## config.mk

```make
export PLATFORM = sky130hd
export DESIGN_NAME = stopwatch_core_flat
export DESIGN_NICKNAME = d
export VERILOG_FILES = /design/src/rtl/stopwatch_if.sv /design/src/rtl/stopwatch_core.sv /design/src/flat_wrapper.sv
export SDC_FILE = /design/constraint.sdc
export NUM_CORES = 1
export LEC_CHECK = 0
export CAP_MARGIN = 0
export CORE_ASPECT_RATIO = 0.6
export CORE_MARGIN = 10
export CORE_UTILIZATION = 30
export DETAILED_ROUTE_END_ITERATION = 8
export DONT_BUFFER_PORTS = 1
export HOLD_SLACK_MARGIN = 0.02
export PLACE_DENSITY_LB_ADDON = 0.2
export REMOVE_ABC_BUFFERS = 1
export SYNTH_ARGS = -nofsm -noshare
export SYNTH_HDL_FRONTEND = slang
export SYNTH_SLANG_ARGS = --single-unit
export TNS_END_PERCENT = 20
```

## constraint.sdc

```tcl
create_clock -name clk -period 2.55 [get_ports clk]
set_input_delay 0.765 -clock clk [delete_from_list [all_inputs] [get_ports clk]]
set_output_delay 0.765 -clock clk [all_outputs]
set_load 0.01 [all_outputs]
```

## src/rtl/stopwatch_if.sv

```systemverilog
// Stopwatch control and display bundle: tick strobes and user pulses in,
// BCD digits, field blanking and status out.
interface stopwatch_if;
  logic       tick_1hz;
  logic       tick_2hz;
  logic       tick_blink;
  logic       pause_p;
  logic       clear_p;
  logic       adj;
  logic       sel;
  logic [3:0] min_tens;
  logic [3:0] min_ones;
  logic [3:0] sec_tens;
  logic [3:0] sec_ones;
  logic       blank_min;
  logic       blank_sec;
  logic       running;
  logic       wrap;

  modport master (
    output tick_1hz, tick_2hz, tick_blink, pause_p, clear_p, adj, sel,
    input  min_tens, min_ones, sec_tens, sec_ones,
    input  blank_min, blank_sec, running, wrap
  );

  modport slave (
    input  tick_1hz, tick_2hz, tick_blink, pause_p, clear_p, adj, sel,
    output min_tens, min_ones, sec_tens, sec_ones,
    output blank_min, blank_sec, running, wrap
  );
endinterface

```

## src/rtl/stopwatch_core.sv

```systemverilog
// BCD MM:SS stopwatch driven by single-cycle enable strobes. Supports
// run/pause, clear, and per-field adjust with blink blanking for the scanner.
module stopwatch_core #(
  parameter int MIN_LIMIT = 59,
  parameter int SEC_LIMIT = 59
) (
  input  logic       clk,
  input  logic       rst_n,
  stopwatch_if.slave bus
);

  typedef enum logic {
    NORMAL = 1'b0,
    ADJUST = 1'b1
  } mode_t;

  localparam logic [7:0] MIN_LIM_BCD = {4'(MIN_LIMIT / 10), 4'(MIN_LIMIT % 10)};
  localparam logic [7:0] SEC_LIM_BCD = {4'(SEC_LIMIT / 10), 4'(SEC_LIMIT % 10)};

  // Two-digit BCD increment with wrap at the field limit.
  // Result is {carry, tens, ones}; carry is set when the field wraps to 00.
  function automatic logic [8:0] bcd_inc(input logic [7:0] field,
                                         input logic [7:0] limit);
    if (field == limit)
      return 9'h000 | 9'h100;
    if (field[3:0] == 4'd9)
      return {1'b0, field[7:4] + 4'd1, 4'd0};
    return {1'b0, field[7:4], field[3:0] + 4'd1};
  endfunction

  mode_t      mode;
  mode_t      mode_next;

  logic [7:0] min_q, sec_q;
  logic       running_q, phase_q, wrap_q;
  logic       blank_min_q, blank_sec_q;

  logic       count_en, step_en, pause_en, blink_en;
  logic [7:0] min_d, sec_d;
  logic       running_d, phase_d, wrap_d;
  logic       blank_min_d, blank_sec_d;
  logic [8:0] sec_inc, min_inc;

  // Mode state register; adj is sampled here so all logic sees it one cycle late.
  // NOTE: sequential state uses non-blocking (<=) so every register samples
  // pre-edge values, independent of process ordering.
  always_ff @(posedge clk or negedge rst_n) begin
    if (!rst_n) mode <= NORMAL;
    else        mode <= mode_next;
  end

  // Next-state: the mode simply follows the adj level.
  always_comb begin
    mode_next = bus.adj ? ADJUST : NORMAL;
  end

  // Mode-dependent enables; clear_p overrides every strobe in the same cycle.
  always_comb begin
    count_en = (mode == NORMAL) && running_q && bus.tick_1hz && !bus.clear_p;
    step_en  = (mode == ADJUST) && bus.tick_2hz && !bus.clear_p;
    pause_en = (mode == NORMAL) && bus.pause_p  && !bus.clear_p;
    blink_en = (mode == ADJUST) && bus.tick_blink && !bus.clear_p;
  end

  assign sec_inc = bcd_inc(sec_q, SEC_LIM_BCD);
  assign min_inc = bcd_inc(min_q, MIN_LIM_BCD);

  // Next count, run flag, wrap pulse, blink phase and field blanks.
  always_comb begin
    // NOTE: every output gets a default first so no path leaves it unassigned
    // and no latch is inferred.
    min_d       = min_q;
    sec_d       = sec_q;
    running_d   = running_q;
    wrap_d      = 1'b0;
    phase_d     = phase_q;
    blank_min_d = 1'b0;
    blank_sec_d = 1'b0;

    if (bus.clear_p) begin
      min_d     = 8'h00;
      sec_d     = 8'h00;
      running_d = 1'b0;
    end else begin
      if (count_en) begin
        sec_d = sec_inc[7:0];
        if (sec_inc[8]) begin
          min_d  = min_inc[7:0];
          wrap_d = min_inc[8];
        end
      end
      if (step_en) begin
        if (bus.sel) sec_d = sec_inc[7:0];
        else         min_d = min_inc[7:0];
      end
      // Tick above already saw the pre-toggle running value.
      if (pause_en) running_d = ~running_q;
    end

    // Phase is parked at 1 outside ADJUST so every entry starts visible.
    if (mode == NORMAL) phase_d = 1'b1;
    else if (blink_en)  phase_d = ~phase_q;

    if (mode == ADJUST) begin
      blank_min_d = ~bus.sel & ~phase_d;
      blank_sec_d =  bus.sel & ~phase_d;
    end
  end

  // Datapath registers: count, status and blanking all come straight from flops.
  always_ff @(posedge clk or negedge rst_n) begin
    if (!rst_n) begin
      min_q       <= 8'h00;
      sec_q       <= 8'h00;
      running_q   <= 1'b0;
      wrap_q      <= 1'b0;
      phase_q     <= 1'b1;
      blank_min_q <= 1'b0;
      blank_sec_q <= 1'b0;
    end else begin
      min_q       <= min_d;
      sec_q       <= sec_d;
      running_q   <= running_d;
      wrap_q      <= wrap_d;
      phase_q     <= phase_d;
      blank_min_q <= blank_min_d;
      blank_sec_q <= blank_sec_d;
    end
  end

  assign bus.min_tens  = min_q[7:4];
  assign bus.min_ones  = min_q[3:0];
  assign bus.sec_tens  = sec_q[7:4];
  assign bus.sec_ones  = sec_q[3:0];
  assign bus.running   = running_q;
  assign bus.wrap      = wrap_q;
  assign bus.blank_min = blank_min_q;
  assign bus.blank_sec = blank_sec_q;

endmodule
```

## src/flat_wrapper.sv

```systemverilog
// flat-port wrapper written by rule: the top's interface ports become plain ports
module stopwatch_core_flat 
#(
  parameter int MIN_LIMIT = 59,
  parameter int SEC_LIMIT = 59
)
  (clk, rst_n, bus_tick_1hz, bus_tick_2hz, bus_tick_blink, bus_pause_p, bus_clear_p, bus_adj, bus_sel, bus_min_tens, bus_min_ones, bus_sec_tens, bus_sec_ones, bus_blank_min, bus_blank_sec, bus_running, bus_wrap);
  stopwatch_if bus_i ();
  input  logic clk;
  input  logic rst_n;
  input wire logic [$bits(bus_i.tick_1hz)-1:0] bus_tick_1hz;
  input wire logic [$bits(bus_i.tick_2hz)-1:0] bus_tick_2hz;
  input wire logic [$bits(bus_i.tick_blink)-1:0] bus_tick_blink;
  input wire logic [$bits(bus_i.pause_p)-1:0] bus_pause_p;
  input wire logic [$bits(bus_i.clear_p)-1:0] bus_clear_p;
  input wire logic [$bits(bus_i.adj)-1:0] bus_adj;
  input wire logic [$bits(bus_i.sel)-1:0] bus_sel;
  output wire logic [$bits(bus_i.min_tens)-1:0] bus_min_tens;
  output wire logic [$bits(bus_i.min_ones)-1:0] bus_min_ones;
  output wire logic [$bits(bus_i.sec_tens)-1:0] bus_sec_tens;
  output wire logic [$bits(bus_i.sec_ones)-1:0] bus_sec_ones;
  output wire logic [$bits(bus_i.blank_min)-1:0] bus_blank_min;
  output wire logic [$bits(bus_i.blank_sec)-1:0] bus_blank_sec;
  output wire logic [$bits(bus_i.running)-1:0] bus_running;
  output wire logic [$bits(bus_i.wrap)-1:0] bus_wrap;
  assign bus_i.tick_1hz = bus_tick_1hz;
  assign bus_i.tick_2hz = bus_tick_2hz;
  assign bus_i.tick_blink = bus_tick_blink;
  assign bus_i.pause_p = bus_pause_p;
  assign bus_i.clear_p = bus_clear_p;
  assign bus_i.adj = bus_adj;
  assign bus_i.sel = bus_sel;
  assign bus_min_tens = bus_i.min_tens;
  assign bus_min_ones = bus_i.min_ones;
  assign bus_sec_tens = bus_i.sec_tens;
  assign bus_sec_ones = bus_i.sec_ones;
  assign bus_blank_min = bus_i.blank_min;
  assign bus_blank_sec = bus_i.blank_sec;
  assign bus_running = bus_i.running;
  assign bus_wrap = bus_i.wrap;
  stopwatch_core #(.MIN_LIMIT(MIN_LIMIT), .SEC_LIMIT(SEC_LIMIT)) u_core (.clk(clk), .rst_n(rst_n), .bus(bus_i));
endmodule
```

==> run_results.csv <==
group,metric,value,unit
drt,first_pass_iters,4,
critical_path,rr_worst_depth,6,
synthesis,syn_area_per_cell,10.3,um2
drt,met1_length,1440,um
placement,placed_cells,161,
timing,layout_min_cycle_time,2.03,ns
synthesis,synth.distinct_cells,35,
outcome,status,"completed",
power_and_ir_drop,p_total,648,uW
die,rows,17,
critical_path,startpoint_type,"register",
clock_network,ctsResizeCount,0,
synthesis,ys_seq_area_frac,0.459,
power_and_ir_drop,p_leak,0.000545,uW
synthesis,synthTopCellsByArea,"dfrtp_1 44%, ha_1 8.3%, nor2_1 4.1%",
cells_and_area,insertedDiodeCount,0,
clock_network,cts_setup_buffers,0,
die,initial_core_util,0.319,
timing,clock.fmax,492,MHz
die,dieArea,0.00702,mm2
timing,finalSetupViolations,0,
global_routing,grt_pass1_wl,4550,um
cells_and_area,stdcell_area,0.00130,mm2
timing,hold_viol_final,0,
clock_network,clk_pin_slew_worst_paths,0.08,ns
cells_and_area,nets,136,
timing,clock_skew,0.00408,ns
synthesis,synth-edff-count,0,
power_and_ir_drop,swShare,0.219,
placement,dp_hpwl,2110,um
worst_hold_path,hp-class,"primary input to asynchronous set/reset pin",
global_routing,overflow,0,
drt,wl_met3,296,um
critical_path,max_stage_delay,0.58,ns
global_routing,grt_pass1_vias,820,
die,core_area,0.00376,mm2
drt,via_count,862,
power_and_ir_drop,intPower,506,uW
clock_network,ctsRootBufferMaster,"clkbuf_8",
clock_network,cts_buffers,3,
synthesis,synth_most_common_cell,"dfrtp_1",
synthesis,yosysTopAreaCellShare,0.437,
placement,gp_congestion,0.702,
timing,relSlewSlack,0.546,
drt,routed_wl,2860,um
critical_path,cp_max_fo,16,
power_and_ir_drop,vdd.ir_drop.worst,205,uV
run,timing.max_cap.violations,0,
cells_and_area,drive_above_1_share,0.0847,
power_and_ir_drop,clockPowerShare,0.395,
critical_path,endpoint_kind,"register",
timing,setup_tns,0,ns
synthesis,synth_common_cells,"21 x dfrtp_1, 13 x nor2_1, 8 x a21oi_1, 8 x ha_1, 7 x o21ai_0",
critical_path,required,2.74,ns
die,die_h,69.0,um
synthesis,yosys_warnings,0,
clock_network,clk_path_buf_depth,2,
critical_path,crit_path_top_delay_cell,"or4_1",
global_routing,grt_usage,0.0811,
timing,tightest_slew,0.678,ns
power_and_ir_drop,switchingPower,142,uW
timing,rsz0062_at_grt,"false",
cells_and_area,stdcell_count,165,
power_and_ir_drop,seq_power_share,0.568,
critical_path,reg2reg_to,"u_core.min_q[5]",
drt,drc,0,
critical_path,worstReg2RegStart,"u_core.sec_q[5]",
synthesis,synth-seq-cells,22,
drt,route.top_layer_used,"met4",
placement,port_buffers,0,
timing,finalCritPeriodShare,0.798,
die,io_pins,29,
drt,met2_length,1100,um
drt,drt-wirelength-per-cell,17.3,um
clock_network,htree_levels,1,
critical_path,path_cells,"inv_1 -> ha_1 -> and3b_1 -> a31oi_2 -> or4_1 -> a21oi_1",
drt,drt-initial-drc-count,42,
global_routing,grt_max_degree,23,
clock_network,cts_sinks,22,
cells_and_area,synthToLayoutAreaGrowth,8.43,%
die,dieWidth,102,um
synthesis,syn_inst,117,
synthesis,ys.flop_type,"dfrtp_1",
critical_path,worstPathArrival,2.23,ns
clock_network,ctsHoldBuffers,0,
clock_network,cts_tree,"done",
clock_network,clk_latency,0.26,ns
power_and_ir_drop,p_comb_frac,0.037,
global_routing,grt_antenna_before_repair,0,
synthesis,synth_area,0.00120,mm2
cells_and_area,n_fill_cell,387,
critical_path,reg2reg_slack,0.52,ns
drt,via_per_inst,5.22,
critical_path,critPathKind,"register to register",
synthesis,async_reset_ff_frac,1.00,
timing,drv_slew,0,
synthesis,synth_top_area_cell,"dfrtp_1",
drt,ant_nets,0,
placement,place_area,0.00125,mm2
power_and_ir_drop,p_per_area,497,mW/mm2
[worst max-delay path, delay by kind of cell, from the launching register on]
family / cells / cell delay (ns)
AOI/OAI and AO/OA: 2 / 0.45
and+or+nand+nor: 2 / 0.83
adders and majority gates: 1 / 0.13
DFF: 1 / 0.47
buffers and inverters: 1 / 0.08
[power groups by stage]
stage                     logic, uW  registers [uW]  clock network (uW)
after CTS                      23.8             369                 257
after global routing           26.7             370                 272
after floorplan                20.2             372                   0
after detailed placement       23.7             375                   0
after global placement         22.8             375                   0
final                          23.9             368                 256
[stage by stage]
stage,worst slack [ns],utilization,hold slack [ns]
after floorplan,0.559,-,0.462
after global placement,0.440,0.332,0.470
after detailed placement,0.425,0.332,0.470
after CTS,0.501,0.346,0.183
after global routing,0.354,0.346,0.174
final,0.515,0.346,0.186
[layout by cell type, fill, tap and decap left out, types with 2 or more instances in the layout]
cell type	synthesis	layout
and3b_1	4	4
nand3b_1	3	3
o21ai_0	7	7
xnor2_1	5	5
and2_1	2	2
a21oi_1	8	8
or4_1	3	3
ha_1	8	8
nor2b_1	2	2
mux2i_1	2	2
a211oi_1	4	4
or3_1	2	2
clkbuf_8	0	4
nand2_1	2	2
dfrtp_1	21	21
and3_1	2	2
nand3_1	5	5
nor2_1	13	13
inv_1	6	6
[cell families after synthesis]
kind of cell,count (synthesis),share of synthesized area
compound gates,25,0.142
xor+xnor,6,0.0437
fa+ha+maj,8,0.0832
buf+inv,9,0.0291
flops,22,0.459
mux,2,0.0166
simple gates,45,0.227
[area by class of cell]
type | count | area (um2) | area share
inverters | 6 | 22.5 | 0.0173
multi-input cells | 86 | 616 | 0.472
clock buffers | 4 | 55.1 | 0.0422
flip-flops and latches | 22 | 552 | 0.423
well taps | 47 | 58.8 | 0.0451
[registers in the layout, summed over array words and instances (netlist names)]
signal / count
u_core.bus.running: 1
u_core.phase_q: 1
u_core.sec_q: 8
u_core.bus.blank_sec: 1
u_core.mode: 1
u_core.min_q: 8
u_core.bus.blank_min: 1
u_core.bus.wrap: 1
[routing by layer]
metal  vias up  global-route usage
li1        423                   -
met1       413               0.110
met2        24               0.107
met3         2              0.0486
met4         0              0.0141
met5         -                   0
[how the worst max path moves through the flow]
stage	start	endpoint	slack (ns)
global route	u_core.sec_q[5]	u_core.min_q[6]	0.35
CTS	u_core.sec_q[4]	u_core.min_q[6]	0.50
finish	u_core.sec_q[5]	u_core.min_q[5]	0.52
detailed placement	bus_clear_p	u_core.min_q[5]	0.42
global placement	bus_clear_p	u_core.min_q[5]	0.44
floorplan	bus_clear_p	u_core.min_q[5]	0.56
Power figures use the tool's default switching activity.
